==> config.mk <==
export PLATFORM = sky130hd
export DESIGN_NAME = button_event_decoder
export DESIGN_NICKNAME = d
export VERILOG_FILES = /design/src/rtl/button_event_decoder.sv
export SDC_FILE = /design/constraint.sdc
export NUM_CORES = 1
export LEC_CHECK = 0
export CAP_MARGIN = 40
export CORE_MARGIN = 10
export CORE_UTILIZATION = 30
export DETAILED_ROUTE_END_ITERATION = 10
export DONT_BUFFER_PORTS = 1
export GPL_ROUTABILITY_DRIVEN = 0
export PLACE_DENSITY_LB_ADDON = 0.3
export SETUP_SLACK_MARGIN = 0.1
export SLEW_MARGIN = 20
export SYNTH_ARGS = -nofsm -noshare
export SYNTH_HDL_FRONTEND = slang
export SYNTH_SLANG_ARGS = --single-unit
==> constraint.sdc <==
create_clock -name i_w_clk -period 3.2 [get_ports i_w_clk]
set_clock_uncertainty 0.15 [all_clocks]
set_input_delay 0.64 -clock i_w_clk [delete_from_list [all_inputs] [get_ports i_w_clk]]
set_output_delay 0.64 -clock i_w_clk [all_outputs]
set_load 0.03 [all_outputs]
==> src/rtl/button_event_decoder.sv <==
// ---------------------------------------------------------------------------
// button_event_decoder
//
// Turns the clean, clock-synchronous button level from the debouncer into
// one-cycle gesture pulses. Downstream control/UI logic only has to watch for
// these pulses and never has to time button levels itself.
//
// Parameters:
//   p_counter_width  width of the shared cycle counter; every timing
//                    parameter below must fit in it
//   p_long_cycles    consecutive high samples that make a press "long" (>= 2)
//   p_repeat_cycles  auto-repeat period while a long press is held (>= 1)
//   p_double_cycles  window after a short release in which a second press
//                    counts as a double click (>= 1)
//
// Ports:
//   i_w_clk      clock, everything on the rising edge
//   i_w_reset    asynchronous, active-low reset
//   i_w_level    debounced button level, 1 = pressed
//   o_w_press    one-cycle pulse on every accepted press
//   o_w_release  one-cycle pulse on every release
//   o_w_single   one-cycle pulse when a short click is confirmed as single
//   o_w_double   one-cycle pulse on the second press of a double click
//   o_w_long     one-cycle pulse when the long-press threshold is reached
//   o_w_repeat   one-cycle pulse every p_repeat_cycles while long-held
//   o_w_held     level, high while the button is considered held
//
// All outputs are registered.
// ---------------------------------------------------------------------------
module button_event_decoder #(
   parameter int p_counter_width = 16,
   parameter int p_long_cycles   = 1000,
   parameter int p_repeat_cycles = 250,
   parameter int p_double_cycles = 300
) (
   input  logic i_w_clk,
   input  logic i_w_reset,
   input  logic i_w_level,
   output logic o_w_press,
   output logic o_w_release,
   output logic o_w_single,
   output logic o_w_double,
   output logic o_w_long,
   output logic o_w_repeat,
   output logic o_w_held
);

   // Gesture states.
   //   ARMED   : only entered from reset; waits for the button to be seen
   //             released so a button held through reset is ignored.
   //   IDLE    : nothing in progress.
   //   PRESSED : first press of a gesture is being held.
   //   GAP     : first press was released short; double-click window open.
   //   SECOND  : second press of a double click is being held.
   //   LONG    : long-press threshold reached, auto-repeat running.
   typedef enum logic [2:0] {
      ST_ARMED   = 3'd0,
      ST_IDLE    = 3'd1,
      ST_PRESSED = 3'd2,
      ST_GAP     = 3'd3,
      ST_SECOND  = 3'd4,
      ST_LONG    = 3'd5
   } state_t;

   // Thresholds folded into counter width once so every compare is
   // same-width.
   localparam logic [p_counter_width-1:0] c_zero   = '0;
   localparam logic [p_counter_width-1:0] c_one    = p_counter_width'(1);
   localparam logic [p_counter_width-1:0] c_long   = p_counter_width'(p_long_cycles);
   localparam logic [p_counter_width-1:0] c_repeat = p_counter_width'(p_repeat_cycles);
   localparam logic [p_counter_width-1:0] c_double = p_counter_width'(p_double_cycles);

   state_t                     state;
   state_t                     state_next;
   logic [p_counter_width-1:0] count;
   logic [p_counter_width-1:0] count_next;
   logic [p_counter_width-1:0] count_inc;

   logic press_next;
   logic release_next;
   logic single_next;
   logic double_next;
   logic long_next;
   logic repeat_next;
   logic held_next;

   // The counter is shared by every timed state. Its meaning depends on
   // the state: high samples so far in PRESSED/SECOND, cycles since the
   // last long/repeat pulse in LONG, and cycles since the release in GAP.
   // Thresholds never exceed the counter range, so it never wraps.
   assign count_inc = count + c_one;

   // Next-state and next-output logic. Outputs are computed here from the
   // transition being taken and then registered, so each pulse appears in
   // the cycle right after the edge that sampled the deciding level.
   // Release always wins over counting: the edge that samples the button
   // low never also produces a long or repeat pulse.
   always_comb begin
      state_next   = state;
      count_next   = count;
      press_next   = 1'b0;
      release_next = 1'b0;
      single_next  = 1'b0;
      double_next  = 1'b0;
      long_next    = 1'b0;
      repeat_next  = 1'b0;

      case (state)
         ST_ARMED: begin
            count_next = c_zero;
            if (!i_w_level) begin
               state_next = ST_IDLE;
            end
         end

         ST_IDLE: begin
            count_next = c_zero;
            if (i_w_level) begin
               press_next = 1'b1;
               state_next = ST_PRESSED;
               count_next = c_one;
            end
         end

         // PRESSED and SECOND time the hold the same way; they only differ
         // in where a release goes. A short first press opens the double
         // click window, while a released second press ends the gesture
         // without any single/double decision.
         ST_PRESSED, ST_SECOND: begin
            if (!i_w_level) begin
               release_next = 1'b1;
               count_next   = c_zero;
               state_next   = (state == ST_PRESSED) ? ST_GAP : ST_IDLE;
            end else if (count_inc == c_long) begin
               long_next  = 1'b1;
               state_next = ST_LONG;
               count_next = c_zero;
            end else begin
               count_next = count_inc;
            end
         end

         // Double-click window. count_inc is the number of edges since the
         // first low sample. A high sample anywhere up to and including the
         // last window edge is a double click; if the window closes with
         // the button still up, the click is confirmed as single.
         ST_GAP: begin
            if (i_w_level) begin
               press_next  = 1'b1;
               double_next = 1'b1;
               state_next  = ST_SECOND;
               count_next  = c_one;
            end else if (count_inc == c_double) begin
               single_next = 1'b1;
               state_next  = ST_IDLE;
               count_next  = c_zero;
            end else begin
               count_next = count_inc;
            end
         end

         ST_LONG: begin
            if (!i_w_level) begin
               release_next = 1'b1;
               state_next   = ST_IDLE;
               count_next   = c_zero;
            end else if (count_inc == c_repeat) begin
               repeat_next = 1'b1;
               count_next  = c_zero;
            end else begin
               count_next = count_inc;
            end
         end

         default: begin
            state_next = ST_ARMED;
            count_next = c_zero;
         end
      endcase

      // held follows the state being entered so it rises together with
      // the press pulse and falls together with the release pulse.
      held_next = (state_next == ST_PRESSED) ||
                  (state_next == ST_SECOND)  ||
                  (state_next == ST_LONG);
   end

   // State, counter and output registers. Reset is asynchronous so an
   // aborted gesture is silenced immediately, and restarting in ARMED means
   // nothing from the aborted gesture (release, single) is ever emitted.
   always_ff @(posedge i_w_clk or negedge i_w_reset) begin
      if (!i_w_reset) begin
         state       <= ST_ARMED;
         count       <= c_zero;
         o_w_press   <= 1'b0;
         o_w_release <= 1'b0;
         o_w_single  <= 1'b0;
         o_w_double  <= 1'b0;
         o_w_long    <= 1'b0;
         o_w_repeat  <= 1'b0;
         o_w_held    <= 1'b0;
      end else begin
         state       <= state_next;
         count       <= count_next;
         o_w_press   <= press_next;
         o_w_release <= release_next;
         o_w_single  <= single_next;
         o_w_double  <= double_next;
         o_w_long    <= long_next;
         o_w_repeat  <= repeat_next;
         o_w_held    <= held_next;
      end
   end

endmodule

==> summary.md <==
| Metric | Value |
|---|---|
| Outcome | `finished clean` |
| First-pass GRT wire length | `5570 um` |
| Post-synth EDFFs | `0` |
| Library cells used by synthesis | `34` |
| Worst-skew pair later-pin latency | `0.27 ns` |
| Kind of end point of the critical path | `register` |
| TritonCTS clock tree | `built` |
| Crit path DAT | `2.79 ns` |
| Final hold violation count | `0` |
| DIE HEIGHT | `89.2 um` |
| Slew headroom | `67.2%` |
| # H-tree levels | `1` |
| Tcrit/Tclk final | `87.0%` |
| Multi-input logic area | `728 um^2` |
| Startpoint type of the worst setup path | `register` |
| Clock sinks | `26` |
| DP HPWL | `around 2400 um` |
| YS warnings | `0` |
| Min-Delay Path Class | `in -> async` |
| Avg Cell Area, Syn | `around 9.4 um^2` |
| Number of global-route vias before repair | `1133` |
| Most used flip-flop cell after synthesis | `dfrtp_1` |
| Share of layout cells above drive strength 1 | `10.5%` |
| Register area share after synthesis | `45.3%` |
| Pre-Repair DR Iteration Count | `4` |
| Slowest-stage cell, CP | `dfrtp_1` |
| Core Region | `between 4000 and 5000 um^2` |
| Largest net degree at the start of global routing | `27` |
| Clk root buf | `clkbuf_8` |
| CP max stage delay | `0.44 ns` |
| Yosys reg bits | `26` |
| Setup CP Type | `reg -> reg` |
| Total number of vias | `1140` |
| Initial drt markers | `69` |
| Max frequency | `359 MHz` |
| Register Area | `about 650 um^2` |
| Static Leak | `0.616 nW` |
| RSZ-0062 raised after global routing | `false` |
| Setup Viol. Count Final | `0` |
| Drc violations | `0` |
| Starting density of the core | `30.6%` |
| Worst Path Buf+Inv | `1` |
| GRT Total Usage | `slightly below 9%` |
| Synth Instances | `152` |
| Row Count | `25` |
| DRT antenna net count | `0` |
| Initial antenna violation count | `0` |
| CP top delay family | `simple AND/OR/NAND/NOR gates` |
| Drt wl/cell | `15.6 um` |
| TNS Setup | `0 ns` |
| Area Overhead vs Synth | `9.23%` |
| Nets@finish | `160` |
| Slew @ Worst Pin | `between 0.4 and 0.5 ns` |
| Max-Cap Viols | `0` |
| Commonest non-fill, non-tap cell in the layout | `dfrtp_1` |
| Die area | `7960 um^2` |
| Post-place setup slack | `~0.27 ns` |
| Required @ worst endpoint | `3.20 ns` |
| Pins Over Slew Limit | `0` |
| Final worst slack | `roughly 0.42 ns` |
| Final Critical Period | `2.78 ns` |
| Ports | `10` |
| Peak VDD IR | `0.000326 V` |
| Gr ovfl total | `0` |
| # port buffers | `0` |
| Ant. Diodes | `0` |
| Post-Syn Nets | `157` |
| Most frequent cells in the layout | `dfrtp_1 (26), a21oi_1 (19), nor2_1 (14)` |
| Vias per cell | `5.51` |
| Share of async-settable or async-resettable flops after synthesis | `100%` |
| Die X | `89.2 um` |
| Critical Path Fanout Max | `7` |
| CP Cell Sequence | `ha_1, nand2_1, nor4_1, xor2_1, nor4bb_2, nand4_2, a22oi_4, buf_4, a21boi_0` |
| Pwr/cell area | `550 nW/um^2` |
| Clock Tree Buf Depth | `2` |
| Filler cell count | `between 400 and 500` |
| Post-synthesis instance area | `1440 um^2` |
| Final WL | `around 3200 um` |
| Clock-pin transition on the worst setup and hold timing paths | `0.09 ns` |
| CTS Buf Count | `3` |
cells by family (layout without fill, tap and decap cells):
kind of cell / count (synthesis) / count (layout) / synth area share (%)
adders and majority gates: 2 / 2 / 1.74
and+or+nand+nor: 65 / 65 / 25.8
DFF: 26 / 26 / 45.3
buffers and inverters: 14 / 15 / 5.49
AOI/OAI and AO/OA: 32 / 32 / 13.8
xor gates and xnor gates: 13 / 13 / 7.93
stage by stage:
step | std cells | power, W | cell area, um^2 | util, % | hold WS [ns]
6_report | 207 | 0.000862 | 1570 | 33.4 | 0.0246
4_1_cts | 205 | 0.000835 | 1520 | 32.4 | 0.0249
3_3_place_gp | 201 | 0.000633 | 1460 | 31.1 | 0.196
3_5_place_dp | 201 | 0.000643 | 1460 | 31.1 | 0.196
5_1_grt | 207 | 0.000920 | 1570 | 33.4 | 0.0179
2_1_floorplan | 152 | 0.000610 | 1440 | - | 0.194
worst paths after layout:
check                           from          end  slack, ns  cells after the start
min in group i_w_clk       i_w_level  o_w_release       0.27                      1
max in group asynchronous  i_w_reset     state[0]       2.73                      1
setup reg to reg            count[0]     count[4]       0.42                      9
setup / recovery            count[0]     count[4]       0.42                      9
hold / removal             i_w_reset    count[13]       0.02                      1
hold reg to reg             state[2]     state[1]       0.40                      1
routing by layer:
metal	GRT usage (%)	share of wire, %
met1	9.96	42
met2	15.6	52
met5	0	0
met4	3.03	1.5
met3	2.55	4.3
Yosys cell counts, drive strengths merged, types with 4 or more instances:
cell / number / area, um^2
nor3: 4 / 20.0
a21oi: 19 / 95.1
dfrtp: 26 / 651
nand4: 9 / 75.1
xnor2: 10 / 87.6
nand2: 9 / 33.8
nor2b: 4 / 25.0
nor4: 7 / 43.8
nor2: 14 / 52.6
nand3: 8 / 45.0
inv: 9 / 33.8
o21ai: 5 / 25.0
timing repair:
action / CTS / global route
setup endpoints to repair: 0 / 17
hold endpoints to repair: 26 / 0
resized for setup: 0 / 3
setup buffers: 0 / 2
hold buffers: 1 / 0
final cells by class:
class                           count  share of cell area (%)
Tap cell                           54                    4.31
Timing Repair Buffer                3                    3.03
Sequential cell                    26                    41.5
Clock buffer                        3                    2.63
Inverter                            9                    2.15
Multi-Input combinational cell    112                    46.4
flip-flops by register name, summed over array words and instances (netlist names):
| signal | count |
|---|---|
| o_w_single | 1 |
| o_w_repeat | 1 |
| o_w_press | 1 |
| count | 16 |
| o_w_double | 1 |
| o_w_release | 1 |
| state | 3 |
| o_w_long | 1 |
| o_w_held | 1 |
power by group:
part	switching (W)	internal [W]
combinational	0.000123	0.0000911
sequential	0.0000944	0.000372
clock	0.0000976	0.0000844
(Power assumes the default switching activity.)
